**src/rtl/multichannel_comm.sv**
```systemverilog
// Byte-serial framer/deframer: carries {len, ch} headed messages for several logical
// channels over one UART byte-FIFO interface. RX and TX paths are independent.
module multichannel_comm #(
    parameter int CHANNEL_BIT = 1,
    parameter int MESSAGE_BIT = 72
) (
    input  logic                          clk,
    input  logic                          rst,
    output logic                          send_flag,
    output logic [7:0]                    send_data,
    output logic                          recv_flag,
    input  logic [7:0]                    recv_data,
    input  logic                          sendable,
    input  logic                          recvable,
    input  logic [(1<<CHANNEL_BIT)-1:0]   read_flag,
    output logic [4+MESSAGE_BIT:0]        read_out,
    input  logic [(1<<CHANNEL_BIT)-1:0]   write_flag,
    input  logic [4+MESSAGE_BIT:0]        write_in,
    output logic [(1<<CHANNEL_BIT)-1:0]   readable,
    output logic [(1<<CHANNEL_BIT)-1:0]   writable
);

    localparam int N      = 1 << CHANNEL_BIT;
    localparam int MAXLEN = MESSAGE_BIT / 8;

    typedef enum logic [1:0] {
        RX_IDLE,
        RX_PAYLOAD,
        RX_HOLD
    } rx_state_t;

    rx_state_t              rx_state_q, rx_state_d;
    logic [4:0]             rx_len_q, rx_len_d;
    logic [4:0]             rx_cnt_q, rx_cnt_d;
    logic [CHANNEL_BIT-1:0] rx_ch_q, rx_ch_d;
    logic [MESSAGE_BIT-1:0] rx_data_q, rx_data_d;
    logic                   recv_flag_q, recv_flag_d;

    logic [4:0]             hdr_len;
    logic                   hdr_ok;

    assign hdr_len = recv_data[7:3];
    // Headers naming a channel that does not exist are dropped like bad lengths.
    assign hdr_ok  = (hdr_len != 5'd0) && (hdr_len <= 5'(MAXLEN)) &&
                     (32'(recv_data[2:0]) < N);

    always_comb begin
        rx_state_d = rx_state_q;
        rx_len_d   = rx_len_q;
        rx_cnt_d   = rx_cnt_q;
        rx_ch_d    = rx_ch_q;
        rx_data_d  = rx_data_q;
        case (rx_state_q)
            RX_IDLE: begin
                if (recv_flag_q && hdr_ok) begin
                    rx_len_d   = hdr_len;
                    rx_ch_d    = recv_data[CHANNEL_BIT-1:0];
                    rx_data_d  = '0;
                    rx_cnt_d   = '0;
                    rx_state_d = RX_PAYLOAD;
                end
            end
            RX_PAYLOAD: begin
                if (recv_flag_q) begin
                    for (int i = 0; i < MAXLEN; i++) begin
                        if (rx_cnt_q == 5'(i)) rx_data_d[8*i +: 8] = recv_data;
                    end
                    rx_cnt_d = rx_cnt_q + 5'd1;
                    if (rx_cnt_d == rx_len_q) rx_state_d = RX_HOLD;
                end
            end
            RX_HOLD: begin
                if (read_flag[rx_ch_q]) rx_state_d = RX_IDLE;
            end
            default: rx_state_d = RX_IDLE;
        endcase
        // The pop is registered, so the UART status gets a cycle to update between pops.
        recv_flag_d = recvable && !recv_flag_q && (rx_state_q != RX_HOLD);
    end

    always_ff @(posedge clk or posedge rst) begin
        if (rst) begin
            rx_state_q  <= RX_IDLE;
            rx_len_q    <= '0;
            rx_cnt_q    <= '0;
            rx_ch_q     <= '0;
            rx_data_q   <= '0;
            recv_flag_q <= 1'b0;
        end else begin
            rx_state_q  <= rx_state_d;
            rx_len_q    <= rx_len_d;
            rx_cnt_q    <= rx_cnt_d;
            rx_ch_q     <= rx_ch_d;
            rx_data_q   <= rx_data_d;
            recv_flag_q <= recv_flag_d;
        end
    end

    assign recv_flag = recv_flag_q;

    always_comb begin
        readable = '0;
        read_out = '0;
        if (rx_state_q == RX_HOLD) begin
            readable[rx_ch_q] = ~read_flag[rx_ch_q];
            read_out          = {rx_len_q, rx_data_q};
        end
    end

    logic                   tx_busy_q, tx_busy_d;
    logic [5:0]             tx_idx_q, tx_idx_d;
    logic [4:0]             tx_len_q, tx_len_d;
    logic [CHANNEL_BIT-1:0] tx_ch_q, tx_ch_d;
    logic [MESSAGE_BIT-1:0] tx_data_q, tx_data_d;
    logic                   send_flag_q, send_flag_d;
    logic [7:0]             send_data_q, send_data_d;

    logic [4:0]             wr_len, wr_len_c;
    logic [CHANNEL_BIT-1:0] wr_ch;
    logic [2:0]             wr_ch_ext, tx_ch_ext;

    always_comb begin
        wr_len   = write_in[MESSAGE_BIT+4:MESSAGE_BIT];
        wr_len_c = ((wr_len == 5'd0) || (wr_len > 5'(MAXLEN))) ? 5'(MAXLEN) : wr_len;
        wr_ch    = '0;
        for (int i = N - 1; i >= 0; i--) begin
            if (write_flag[i]) wr_ch = CHANNEL_BIT'(i);
        end
        wr_ch_ext                  = '0;
        wr_ch_ext[CHANNEL_BIT-1:0] = wr_ch;
        tx_ch_ext                  = '0;
        tx_ch_ext[CHANNEL_BIT-1:0] = tx_ch_q;
    end

    // tx_idx counts bytes issued: 0 = header pending, len+1 = last payload byte issued.
    always_comb begin
        tx_busy_d   = tx_busy_q;
        tx_idx_d    = tx_idx_q;
        tx_len_d    = tx_len_q;
        tx_ch_d     = tx_ch_q;
        tx_data_d   = tx_data_q;
        send_flag_d = 1'b0;
        send_data_d = send_data_q;
        if (!tx_busy_q) begin
            if (|write_flag) begin
                tx_busy_d = 1'b1;
                tx_len_d  = wr_len_c;
                tx_ch_d   = wr_ch;
                tx_data_d = write_in[MESSAGE_BIT-1:0];
                tx_idx_d  = '0;
                if (sendable && !send_flag_q) begin
                    send_flag_d = 1'b1;
                    send_data_d = {wr_len_c, wr_ch_ext};
                    tx_idx_d    = 6'd1;
                end
            end
        end else if (send_flag_q && (tx_idx_q == ({1'b0, tx_len_q} + 6'd1))) begin
            tx_busy_d = 1'b0;
        end else if (sendable && !send_flag_q) begin
            send_flag_d = 1'b1;
            tx_idx_d    = tx_idx_q + 6'd1;
            if (tx_idx_q == 6'd0) begin
                send_data_d = {tx_len_q, tx_ch_ext};
            end else begin
                send_data_d = tx_data_q[7:0];
                tx_data_d   = tx_data_q >> 8;
            end
        end
    end

    always_ff @(posedge clk or posedge rst) begin
        if (rst) begin
            tx_busy_q   <= 1'b0;
            tx_idx_q    <= '0;
            tx_len_q    <= '0;
            tx_ch_q     <= '0;
            tx_data_q   <= '0;
            send_flag_q <= 1'b0;
            send_data_q <= '0;
        end else begin
            tx_busy_q   <= tx_busy_d;
            tx_idx_q    <= tx_idx_d;
            tx_len_q    <= tx_len_d;
            tx_ch_q     <= tx_ch_d;
            tx_data_q   <= tx_data_d;
            send_flag_q <= send_flag_d;
            send_data_q <= send_data_d;
        end
    end

    assign send_flag = send_flag_q;
    assign send_data = send_data_q;
    assign writable  = {N{~tx_busy_q}};

endmodule

```
**config.mk**
```make
export PLATFORM = sky130hd
export DESIGN_NAME = multichannel_comm
export DESIGN_NICKNAME = d
export VERILOG_FILES = /design/src/rtl/multichannel_comm.sv
export SDC_FILE = /design/constraint.sdc
export NUM_CORES = 1
export LEC_CHECK = 0
export ABC_AREA = 1
export CAP_MARGIN = 20
export CELL_PAD_IN_SITES_DETAIL_PLACEMENT = 0
export CELL_PAD_IN_SITES_GLOBAL_PLACEMENT = 1
export CORE_ASPECT_RATIO = 1.5
export CORE_MARGIN = 10
export CORE_UTILIZATION = 37
export CTS_CLUSTER_SIZE = 30
export DETAILED_ROUTE_END_ITERATION = 12
export GPL_TIMING_DRIVEN = 1
export PLACE_DENSITY_LB_ADDON = 0.1
export SETUP_SLACK_MARGIN = 0.02
export SYNTH_ARGS = -nofsm -noshare
export SYNTH_HDL_FRONTEND = slang
export SYNTH_SLANG_ARGS = --single-unit
```
**constraint.sdc**
```tcl
create_clock -name clk -period 7.4 [get_ports clk]
set_input_delay 1.85 -clock clk [delete_from_list [all_inputs] [get_ports clk]]
set_output_delay 1.85 -clock clk [all_outputs]
set_load 0.05 [all_outputs]
```
==> metrics.cfg, run 1 <==
[clocking]
cts_setup_buffers=0
clk_latency_ps=440
cts_hold_buf=0
clk_path_buf_depth=2
cts.htree.levels=4
path_clk_slew_ps=70
cts_buffers=17
cts_resized=0
tritoncts=done
cts_root_buf=clkbuf_16
clock-sinks=180

[final_layout]
final_util_pct=48.65
fill_cells=2283
design_area_sq_um=11130
final_cells=1527
final_net_count=1334
diodes=0
synthToLayoutAreaGrowth_pct=29.89
drive_above_1_share_pct=4.491

[outcome]
outcome=finished clean

[logic_synthesis]
synth.largest_area_cell=dfrtp_1
yosysSeqAreaShare_pct=52.55
synth_compound_area_share_pct=15.55
synth_top_family_by_area=simple AND/OR/NAND/NOR gates
synth_cell_types=35
synth_area_sq_um=8572
yosys-top-cells-area=dfrtp_1, nand2_1, o21ai_0, inv_1, nor2_1
synth_top_area_share_pct=52.55
syn_nets=1182
synthMuxAreaShare_pct=0
synth-simple-area-share_pct=20.60
syn_inst=1082
ys_ff_latch=180
post_synth_fa_ha_maj_area_fraction_pct=1.022
synth_xor_area_share_pct=0.5109
ys_warn_count=0
postSynthAreaPerCell_sq_um=7.922

[grt]
antenna_found_initial=1
grt_use_total_pct=16.65
grt_max_degree=107
grt_overflow=0
grt_pass1_wl_um=38850
grt_pass1_vias=7360

[floorplan]
dieHeight_um=206.4
start_util_pct=37.45
rows=68
die_w_um=144.3
die_area_sq_um=29780
io_pins=184
core_sq_um=22890

[route]
num_vias=7358
routedWlPerCell_um=15.92
ant_nets=0
top_layer=met5
finalWirelength_um=24310
dr_wl_met2_um=12610
drtIter0Drc=443
drc=0
wl_met3_um=1411
met1Wirelength_um=9723
vias_per_cell=4.819
dr.pass1.iters=5

[timing]
drv_slew=0
fmax_mhz=188.9
min_period_over_period_pct=71.55
finalHoldViolCount=0
timing.setup.tns_ps=0
tightest_slew_ps=982.3
period_needed_ps=5295
hold_ws_ps=478.6
clock_skew_ps=11.10
rsz0062_at_grt=no
finalSetupViolCount=0
relSlewSlack_pct=34.52

[worst_setup_path]
cpPeakStageDelay_ps=800
cp.arrival_ps=3440
critPathLaunchType=input pin
path_class=input pin to output port
reg2reg_slack_ps=4760
cp-end-kind=output port
path_buf_inv=4
cpMaxStageDelayCell=clkdlybuf4s50_1
required_ps=5550
crit_family=buffers and inverters
worstPathMaxFanout=2
path_cells=clkdlybuf4s50_1 > nand2_1 > nand2_1 > inv_1 > nand3_1 > inv_1 > clkdlybuf4s50_1

[job]
maxCapViolations=0

[place]
gp_congestion=0.8418
dpl_cell_area_sq_um=10560
dp_hpwl_um=17480
portBuffers=183
dp_cells=1495

[power_and_ir_drop]
peakVddDrop_mv=0.1669
p_leak_nw=4.848
power_density_nw_per_um2=324.2

[worst_hold_path]
min_path_type=flop to flop

-- path summary, 6_finish.rpt --
kind,from,depth (start not counted),to
worst max-delay path,read_flag[0],7,readable[1]
worst min-delay path,tx_ch_q,2,tx_ch_q
worst max register to register,tx_busy_q,6,tx_data_q[8]
worst min register to register,tx_ch_q,2,tx_ch_q
max in group asynchronous,rst,3,rx_state_q[0]
min in group asynchronous,rst,2,tx_data_q[25]
-- metrics by stage --
stage | power [mW] | worst slack [ps]
after floorplan | 2.375 | 663.0
after global placement | 2.744 | 2090
after detailed placement | 2.763 | 2089
after CTS | 3.663 | 2086
after global routing | 3.892 | 2048
final | 3.609 | 2105
-- worst register-to-register path, stage by stage, from the launching register on --
cell	delay, ps
dfrtp_4	590
nor2_2	600
inv_2	260
a21oi_4	210
buf_4	590
o211ai_1	210
o21ai_1	120
-- sequential cells by signal (all words and copies together) (netlist names) --
signal	cells
rx_data_q	72
tx_data_q	72
send_data	8
tx_idx_q	6
rx_cnt_q	5
rx_len_q	5
tx_len_q	5
rx_state_q	2
recv_flag	1
rx_ch_q	1
send_flag	1
tx_busy_q	1
tx_ch_q	1
-- cells in the mapped netlist (all sizes together) --
cell       n
nand4      5
nand2    251
a31oi     33
nor3       4
inv      154
o22ai      3
dfrtp    180
clkinv     1
o31ai      2
or2        2
and3       1
o211ai    34
xor2       4
a21oi     15
o21ai    141
clkbuf    33
ha         7
o41ai      2
nand3     38
nor2     145
xnor2      1
o2111ai    1
buf       24
a22o       1
-- per-layer routing --
| metal | track usage (%) | up-vias |
|---|---|---|
| met5 | 0 | - |
| met4 | 7.096 | 2 |
| met3 | 4.070 | 34 |
| met2 | 29.56 | 152 |
| met1 | 18.43 | 3433 |
| li1 | - | 3737 |
-- layout make-up --
cell class              instances  area, sq um  area share (%)
clock buffers                  22        474.2           4.259
clock inverters                10        101.3          0.9102
inverters                     155        586.8           5.270
multi-input cells             690         3229           29.00
flip-flops and latches        180         4508           40.49
well taps                     280        350.3           3.146
repair buffers                190         1884           16.92
-- cell usage in the layout (no fill, tap or decap), drive strengths merged, types with 2 or more instances in the layout --
| master | netlist | routed |
|---|---|---|
| nand2 | 251 | 251 |
| clkdlybuf4s50 | 0 | 183 |
| dfrtp | 180 | 180 |
| inv | 154 | 154 |
| nor2 | 145 | 145 |
| o21ai | 141 | 141 |
| nand3 | 38 | 38 |
| o211ai | 34 | 34 |
| a31oi | 33 | 33 |
| clkbuf | 33 | 22 |
| a21oi | 15 | 15 |
| ha | 7 | 7 |
| buf | 24 | 7 |
| clkinv | 1 | 7 |
| nand4 | 5 | 5 |
| nor3 | 4 | 4 |
| xor2 | 4 | 4 |
| clkinvlp | 0 | 3 |
| o22ai | 3 | 3 |
| o31ai | 2 | 2 |
| o41ai | 2 | 2 |
| or2 | 2 | 2 |
-- where the power goes --
group	switching, mW	internal (mW)
combinational	0.835	0.414
sequential	0.197	1.28
clock	0.393	0.492
-- logic make-up after synthesis --
kind of cell,Yosys count
AND/OR/NAND/NOR,446
flip-flops,180
AO/OA/AOI/OAI,232
buffers and inverters,212
adder cells (fa/ha/maj),7
XOR/XNOR,5
Power figures use the tool's default switching activity.
==> inputs of run 2 (changes only) <==
- clock period: 7.4 -> 5 ns (I/O delays scaled with it)
==> metrics.cfg, run 2 (same netlist as run 1, synthesis figures left out) <==
[timing]
fmax_mhz=244.0
relSlewSlack_pct=41.35
timing.setup.tns_ps=0
finalSetupViolCount=0
min_period_over_period_pct=81.97
period_needed_ps=4098
clock_skew_ps=12.42
finalHoldViolCount=0
drv_slew=0
tightest_slew_ps=877.9
rsz0062_at_grt=no

[floorplan]
core_sq_um=22890
rows=68
io_pins=184
start_util_pct=37.45
die_w_um=144.3
dieHeight_um=206.4
die_area_sq_um=29780

[grt]
antenna_found_initial=1
grt_overflow=0
grt_pass1_wl_um=38610
grt_use_total_pct=16.56
grt_pass1_vias=7183
grt_max_degree=86

[power_and_ir_drop]
p_leak_nw=4.887
switching_share_pct=40.47
seqPwrFrac_pct=40.7
power_density_nw_per_um2=478.1
clkPwrFrac_pct=24.3
p_sw_mw=2.164
peakVddDrop_mv=0.2403
intPower_mw=3.183
pwr-share-comb_pct=34.9

[final_layout]
multi_input_area_sq_um=3229
drive_above_1_share_pct=4.880
final_cell_mix=nand2_1, clkdlybuf4s50_1, dfrtp_1, inv_1, nor2_1
fill_cells=2304
final_cells=1530
final_common_cell=nand2_1
final_net_count=1337
diodes=0
seq_area_sq_um=4508
synthToLayoutAreaGrowth_pct=30.49

[worst_setup_path]
required_ps=3750
cp.arrival_ps=2850
crit_family=buffers and inverters
cpMaxStageDelayCell=clkdlybuf4s50_1
cp-end-kind=output port
critPathLaunchType=input pin
path_cells=clkdlybuf4s50_1 > nand2_1 > nand2_1 > inv_1 > nand3_1 > inv_1 > clkdlybuf4s50_1
path_buf_inv=4
path_class=input pin to output port
cpPeakStageDelay_ps=800
worstPathMaxFanout=2

[place]
gp_congestion=0.8067
portBuffers=183
dp_cells=1498
dp_hpwl_um=17850

[route]
wl_met3_um=1440
ant_nets=0
routedWlPerCell_um=15.90
finalWirelength_um=24330
drtIter0Drc=480
met1Wirelength_um=9855
dr_wl_met2_um=12730
dr.pass1.iters=4
vias_per_cell=4.804
drc=0
top_layer=met5
num_vias=7350

[clocking]
cts_hold_buf=0
cts_root_buf=clkbuf_16
cts_buffers=17
clock-sinks=180
path_clk_slew_ps=80
clk_path_buf_depth=2
cts_resized=0
clk_latency_ps=430
cts_setup_buffers=0
tritoncts=done
cts.htree.levels=4

[worst_hold_path]
min_path_type=flop to flop

[job]
maxCapViolations=0

[outcome]
outcome=finished clean

## run 2: cell count changes in the layout (fill, tap and decap cells not counted), sizes merged
cell      change
inv          +11
clkbuf        -5
buf           +3
clkinv        -3
clkinvlp      -2
bufinv        -1
## run 2: worst reg2reg max path, stage by stage, from the launching register on
cell,delay (ps)
dfrtp_1,580
inv_1,130
nor2_1,590
nand2_1,390
nand3_1,540
o21ai_0,180
## run 2: power groups by stage
stage / Combinational [mW] / Clock (mW) / Sequential [mW]
after detailed placement: 1.90 / 0 / 2.20
after global placement: 1.87 / 0 / 2.20
final: 1.87 / 1.30 / 2.18
after global routing: 2.14 / 1.40 / 2.24
after floorplan: 1.31 / 0 / 2.20
after CTS: 1.90 / 1.34 / 2.18
## run 2: cell type report
type	count	share of cell area (%)
flip-flops and latches	180	40.30
well taps	280	3.132
inverters	155	5.235
multi-input cells	690	28.87
clock buffers	17	3.803
clock inverters	15	1.163
repair buffers	193	17.49
## run 2: worst paths after layout
path | endpoint | startpoint | slack (ps) | depth (start not counted)
worst max-delay path | readable[1] | read_flag[0] | 900 | 7
worst min-delay path | tx_ch_q | tx_ch_q | 470 | 2
worst max register to register | rx_data_q[35] | rx_state_q[0] | 2450 | 5
worst min register to register | tx_ch_q | tx_ch_q | 470 | 2
max in group asynchronous | rx_data_q[40] | rst | 2790 | 3
min in group asynchronous | tx_data_q[34] | rst | 1350 | 2
## run 2: stage by stage
step	utilization [%]	setup WS, ps	instance area (sq um)	hold WS, ps	power [mW]
floorplan	-	1424	8576	436.7	3.516
global placement	46.36	887.1	10610	448.2	4.070
detailed placement	46.45	883.5	10630	452.9	4.101
CTS	48.87	882.7	11190	472.9	5.422
global route	48.87	723.5	11190	510.0	5.781
finish	48.87	901.6	11190	473.7	5.347
## run 2: routing by layer
layer | vias up | GRT usage [%]
met1 | 3434 | 18.46
met3 | 14 | 4.967
li1 | 3751 | -
met4 | 2 | 4.381
met2 | 149 | 29.83
met5 | - | 0
